File: src/rtl/serial_detect_sched.sv
// Round-robin scheduler that shares one serial "11" Mealy detector among N_REQ requesters.
// Each granted word is shifted MSB-first into the detector, and the hit count is returned with the requester id.
module serial_detect_sched #(
  parameter int N_REQ  = 4,
  parameter int WORD_W = 8,
  parameter int CNT_W  = 4,
  parameter int ID_W   = 2
) (
  input  logic                    clk,
  input  logic                    reset_n,
  input  logic [N_REQ-1:0]        req_valid,
  input  logic [N_REQ*WORD_W-1:0] req_data,
  output logic [N_REQ-1:0]        req_ready,
  output logic                    rsp_valid,
  output logic [ID_W-1:0]         rsp_id,
  output logic [CNT_W-1:0]        rsp_count,
  input  logic                    rsp_ready,
  output logic                    det_in,
  input  logic                    det_out,
  output logic                    busy
);

  localparam int BC_W = $clog2(WORD_W);
  localparam logic [BC_W-1:0] LAST_BIT = BC_W'(WORD_W - 1);
  localparam logic [ID_W-1:0] PTR_INIT = ID_W'(N_REQ - 1);

  typedef enum logic [1:0] {IDLE, SHIFT, DONE} state_t;

  state_t            state;
  state_t            next_state;
  logic [ID_W-1:0]   ptr;
  logic [ID_W-1:0]   grant;
  logic [ID_W-1:0]   cand;
  logic              grant_ok;
  logic [WORD_W-1:0] shift_reg;
  logic [BC_W-1:0]   bit_cnt;

  // Round-robin search starting just after the last granted requester.
  always_comb begin
    grant    = '0;
    grant_ok = 1'b0;
    cand     = '0;
    for (int k = 1; k <= N_REQ; k++) begin
      cand = ID_W'((int'(ptr) + k) % N_REQ);
      if (!grant_ok && req_valid[cand]) begin
        grant_ok = 1'b1;
        grant    = cand;
      end
    end
  end

  always_comb begin
    next_state = state;
    req_ready  = '0;
    det_in     = 1'b0;
    rsp_valid  = 1'b0;
    busy       = 1'b0;
    case (state)
      IDLE: begin
        if (grant_ok) begin
          next_state       = SHIFT;
          req_ready[grant] = reset_n;
        end
      end
      SHIFT: begin
        det_in = shift_reg[WORD_W-1];
        busy   = 1'b1;
        if (bit_cnt == LAST_BIT) begin
          next_state = DONE;
        end
      end
      DONE: begin
        rsp_valid = 1'b1;
        busy      = 1'b1;
        if (rsp_ready) begin
          next_state = IDLE;
        end
      end
      default: next_state = IDLE;
    endcase
  end

  always_ff @(posedge clk) begin
    if (!reset_n) begin
      state <= IDLE;
    end else begin
      state <= next_state;
    end
  end

  // det_out is sampled in the same cycle that det_in presents the bit.
  always_ff @(posedge clk) begin
    if (!reset_n) begin
      ptr       <= PTR_INIT;
      shift_reg <= '0;
      bit_cnt   <= '0;
      rsp_count <= '0;
      rsp_id    <= '0;
    end else begin
      case (state)
        IDLE: begin
          if (grant_ok) begin
            shift_reg <= req_data[int'(grant)*WORD_W +: WORD_W];
            rsp_id    <= grant;
            rsp_count <= '0;
            bit_cnt   <= '0;
            ptr       <= grant;
          end
        end
        SHIFT: begin
          rsp_count <= rsp_count + CNT_W'(det_out);
          shift_reg <= {shift_reg[WORD_W-2:0], 1'b0};
          bit_cnt   <= bit_cnt + 1'b1;
        end
        default: ;
      endcase
    end
  end

endmodule

File: config.mk
export PLATFORM = sky130hd
export DESIGN_NAME = serial_detect_sched
export DESIGN_NICKNAME = d
export VERILOG_FILES = /design/src/rtl/serial_detect_sched.sv
export SDC_FILE = /design/constraint.sdc
export NUM_CORES = 1
export LEC_CHECK = 0
export CORE_UTILIZATION = 42
export CTS_BUF_LIST = sky130_fd_sc_hd__clkbuf_2 sky130_fd_sc_hd__clkbuf_4 sky130_fd_sc_hd__clkbuf_8
export CTS_CLUSTER_DIAMETER = 30
export DETAILED_ROUTE_END_ITERATION = 10
export PLACE_DENSITY = 0.85
export SKIP_LAST_GASP = 1
export SLEW_MARGIN = 5
export SYNTH_ARGS = -nofsm -noshare
export SYNTH_HDL_FRONTEND = slang
export SYNTH_SLANG_ARGS = --single-unit
File: constraint.sdc
create_clock -name clk -period 1.95 [get_ports clk]
set_clock_uncertainty 0.15 [all_clocks]
set_input_delay 0.39 -clock clk [delete_from_list [all_inputs] [get_ports clk]]
set_output_delay 0.39 -clock clk [all_outputs]
set_load 0.01 [all_outputs]
==> impl_results.md, run 1 <==
* Largest family of logic cells by synthesized area: compound AO/OA/AOI/OAI gates
* Site Rows at 21
* Synth Area in XOR/XNOR at 0
* CP arrival at 1.65 ns
* Slew margin rel. at 0.6761
* Initial antenna violation count at 0
* CTS tree: built
* Most common cell after layout, fill and taps aside: clkdlybuf4s50_1
* Critical-path cell list: buf_6 > nor2b_1 > o21ai_1 > a21oi_2 > nand2_1 > nor2_1 > buf_2
* Largest net degree at the start of global routing at 16
* Crit end category: output port
* RePlAce Congestion at 0.8120
* Max reg flops at 8
* Slowest cell on crit path: dfxtp_4
* CTS Hold Bufs at 0
* Worst skew pair latency at about 0.31 ns
* Sequential area share after synthesis at 0.2798
* Pwr Density at approximately 1200 nW/um^2
* Gate Count Post-Synth at 180
* Die Span X at 61.82 um
* Clock root cell: clkbuf_4
* Syn Area/Cell at 8.348 sq um
* Total wire length at 5195 um
* GRT overflow at 0
* Sequential power share at 0.219
* IO buf count at 52
* Antenna Nets Post-Route at 0
* Final max-slew violation count at 0
* Primary FF master, synth: dfxtp_1
* EDFF count, synth at 0
* H-tree Lvls at 1
* # DRC at 0
* Most frequent cells in the layout: clkdlybuf4s50_1 (41), buf_4 (37), dfxtp_1 (18)
* Worst-margin pin slew at a little under 0.5 ns
* Hold/Removal Path Class: reg2reg
* PnR worst setup slack at -0.2429 ns
* Via count at around 1800
* Vias in the first global route at 1546
* Clock Path Buffers at 2
* Mux cell area share after synthesis at 0.07910
* WL/cell at 16.39 um
* Starting Density at 0.4433
* Vias per cell at 5.722
* NumNets Final at 320
* Design area at between 2000 and 3000 sq um
* VDD IR max at 948.1 uV
* Drt first pass iters at 5
* First-pass GRT wire length at ~6700 um
* Fin util at 0.7394
* Unrepaired setup endpoints after global routing: true
* Critical Path Source Type: register
* Total routing usage reported by global routing at 0.2352
* Clk sinks at 21
* Core area at around 3400 sq um
* Antenna Diode Count at 0
* Syn_nets at between 200 and 250
* CP max FO at 6
* Max_cap viols at 0
* WL met3 at 332 um
* Min Tclk post-route at 2.193 ns
* Endpoints failing setup at 12
* CTS Buf Count at 3
* Internal at 0.001749 W
* Number of library cell types mapped by synthesis at 43
* DP HPWL at 3016 um
* Failing checks: setup timing
* Top routing layer used: met4
* Fmax at 456.0 MHz
* Post-Synth Simple-Gate Area at 0.2173
* Pre-CTS WS at -0.9884 ns
* 1st-iter DRT viols at 79
* Net Sw Frac at 0.4162
* Clk pwr share at 0.073
* FF+latch count, synth at 21
* Comb pwr share at 0.708
* Die ar. at 3821 sq um
* Critical Path Max Stage Delay at 0.39 ns
* Lkg Pwr at 1.107 nW
* Final period util at 1.125
* DR WL met2 at 2644 um
* Area growth syn-to-layout at 66.78%
* Req. time, crit path at 1.41 ns
* Setup CP Type: reg2out
* Post-Place Cell Area at between 2000 and 2500 sq um
* Ys async rst share at 0
* Hold Fails Final Rpt at 0
* Sw Pwr at 0.001247 W
* Compound-Gate Fraction of Synth Area at 0.2631
* Yosys Warn Count at 0
* Layout cells sized above 1 at 0.3469
* CTS clk-pin slew, worst paths at ~0.12 ns
* Die height at roughly 62 um
* M1 wire length at a little over 2000 um
* I/O Pins at 53
* Syn Std Cell Area at 1503 sq um
* Outcome: complete, but fails checks
* Post-synthesis adder-cell area fraction at 0.06661
power groups by stage:
stage / clock, W / sequential, W / combinational, W
after global placement: 0 / 0.000644 / 0.00156
final: 0.000218 / 0.000656 / 0.00212
after detailed placement: 0 / 0.000647 / 0.00159
after floorplan: 0 / 0.000635 / 0.00108
after CTS: 0.000219 / 0.000647 / 0.00168
after global routing: 0.000252 / 0.000674 / 0.00227
cell usage after synthesis, types with 3 or more instances:
| master | instances | area, sq um |
|---|---|---|
| ha_1 | 8 | 100.1 |
| buf_6 | 3 | 33.78 |
| mux2_2 | 5 | 56.30 |
| nor2b_1 | 5 | 31.28 |
| mux2i_1 | 4 | 40.04 |
| clkbuf_1 | 4 | 15.01 |
| nor2_1 | 12 | 45.04 |
| a21oi_1 | 12 | 60.06 |
| and2_1 | 6 | 37.54 |
| a221oi_1 | 5 | 43.79 |
| nand3b_1 | 3 | 22.52 |
| inv_1 | 11 | 41.29 |
| nand2_1 | 24 | 90.09 |
| a31oi_1 | 5 | 31.28 |
| dfxtp_1 | 21 | 420.4 |
| a21o_1 | 4 | 30.03 |
| a22oi_1 | 4 | 30.03 |
| a311oi_1 | 4 | 35.03 |
| clkbuf_8 | 3 | 41.29 |
| o21ai_0 | 7 | 35.03 |
timing repair:
action                                  4_1_cts  5_1_grt
buffers inserted                              8        9
pin swaps                                     8       16
endpoints found under the setup margin       26       13
cloned                                        0        1
gates resized for setup                      51       32
layout make-up:
cell class	instances	area [sq um]
Timing Repair Buffer	98	899.6
Clock inverter	1	5.005
Sequential cell	21	426.7
Fill cell	212	883.3
Inverter	11	41.29
Tap cell	46	57.56
Multi-Input combinational cell	137	1054
Clock buffer	3	22.52
per-layer routing:
| metal | track usage | vias to the layer above |
|---|---|---|
| met1 | 0.2985 | 868 |
| met4 | 0.05079 | 0 |
| met2 | 0.4071 | 93 |
| li1 | - | 837 |
| met3 | 0.05383 | 16 |
| met5 | 0 | - |
kinds of logic (layout without fill, tap and decap cells):
kind of cell / Yosys count / count (layout)
fa+ha+maj: 8 / 8
mux: 10 / 10
buf+inv: 22 / 113
simple gates: 65 / 65
flops: 21 / 21
compound gates: 54 / 54
critical path: cells and delay by family, from the launching register on:
| family | cells | cell delay (ns) |
|---|---|---|
| compound gates | 2 | 0.37 |
| buf+inv | 2 | 0.25 |
| flops | 1 | 0.39 |
| simple gates | 3 | 0.31 |
stage by stage:
stage / TNS (ns) / std cells / total power [W] / hold WS [ns]
finish: -1.760 / 317 / 0.002996 / 0.3313
global route: -2.767 / 317 / 0.003192 / 0.3715
CTS: -1.255 / 308 / 0.002548 / 0.3313
detailed placement: -14.02 / 296 / 0.002239 / 0.3126
global placement: -13.46 / 296 / 0.002206 / 0.3008
floorplan: 0 / 180 / 0.001714 / 0.3081
worst paths after layout:
| path | startpoint | end | slack [ns] | depth (start not counted) |
|---|---|---|---|---|
| setup reg to reg | ptr[0] | shift_reg[4] | -0.23 | 7 |
| setup / recovery | ptr[1] | req_ready[2] | -0.24 | 7 |
| hold reg to reg | rsp_id[1] | rsp_id[1] | 0.33 | 2 |
| hold / removal | rsp_id[1] | rsp_id[1] | 0.33 | 2 |
No activity file was read; power rests on OpenSTA's default activity.
==> run 2: changes to the inputs <==
Settings changed: ABC_CLOCK_PERIOD_IN_PS set to 1950.
==> results of run 2 <==
Final layout, timing and power as in run 1 (identical DEF).
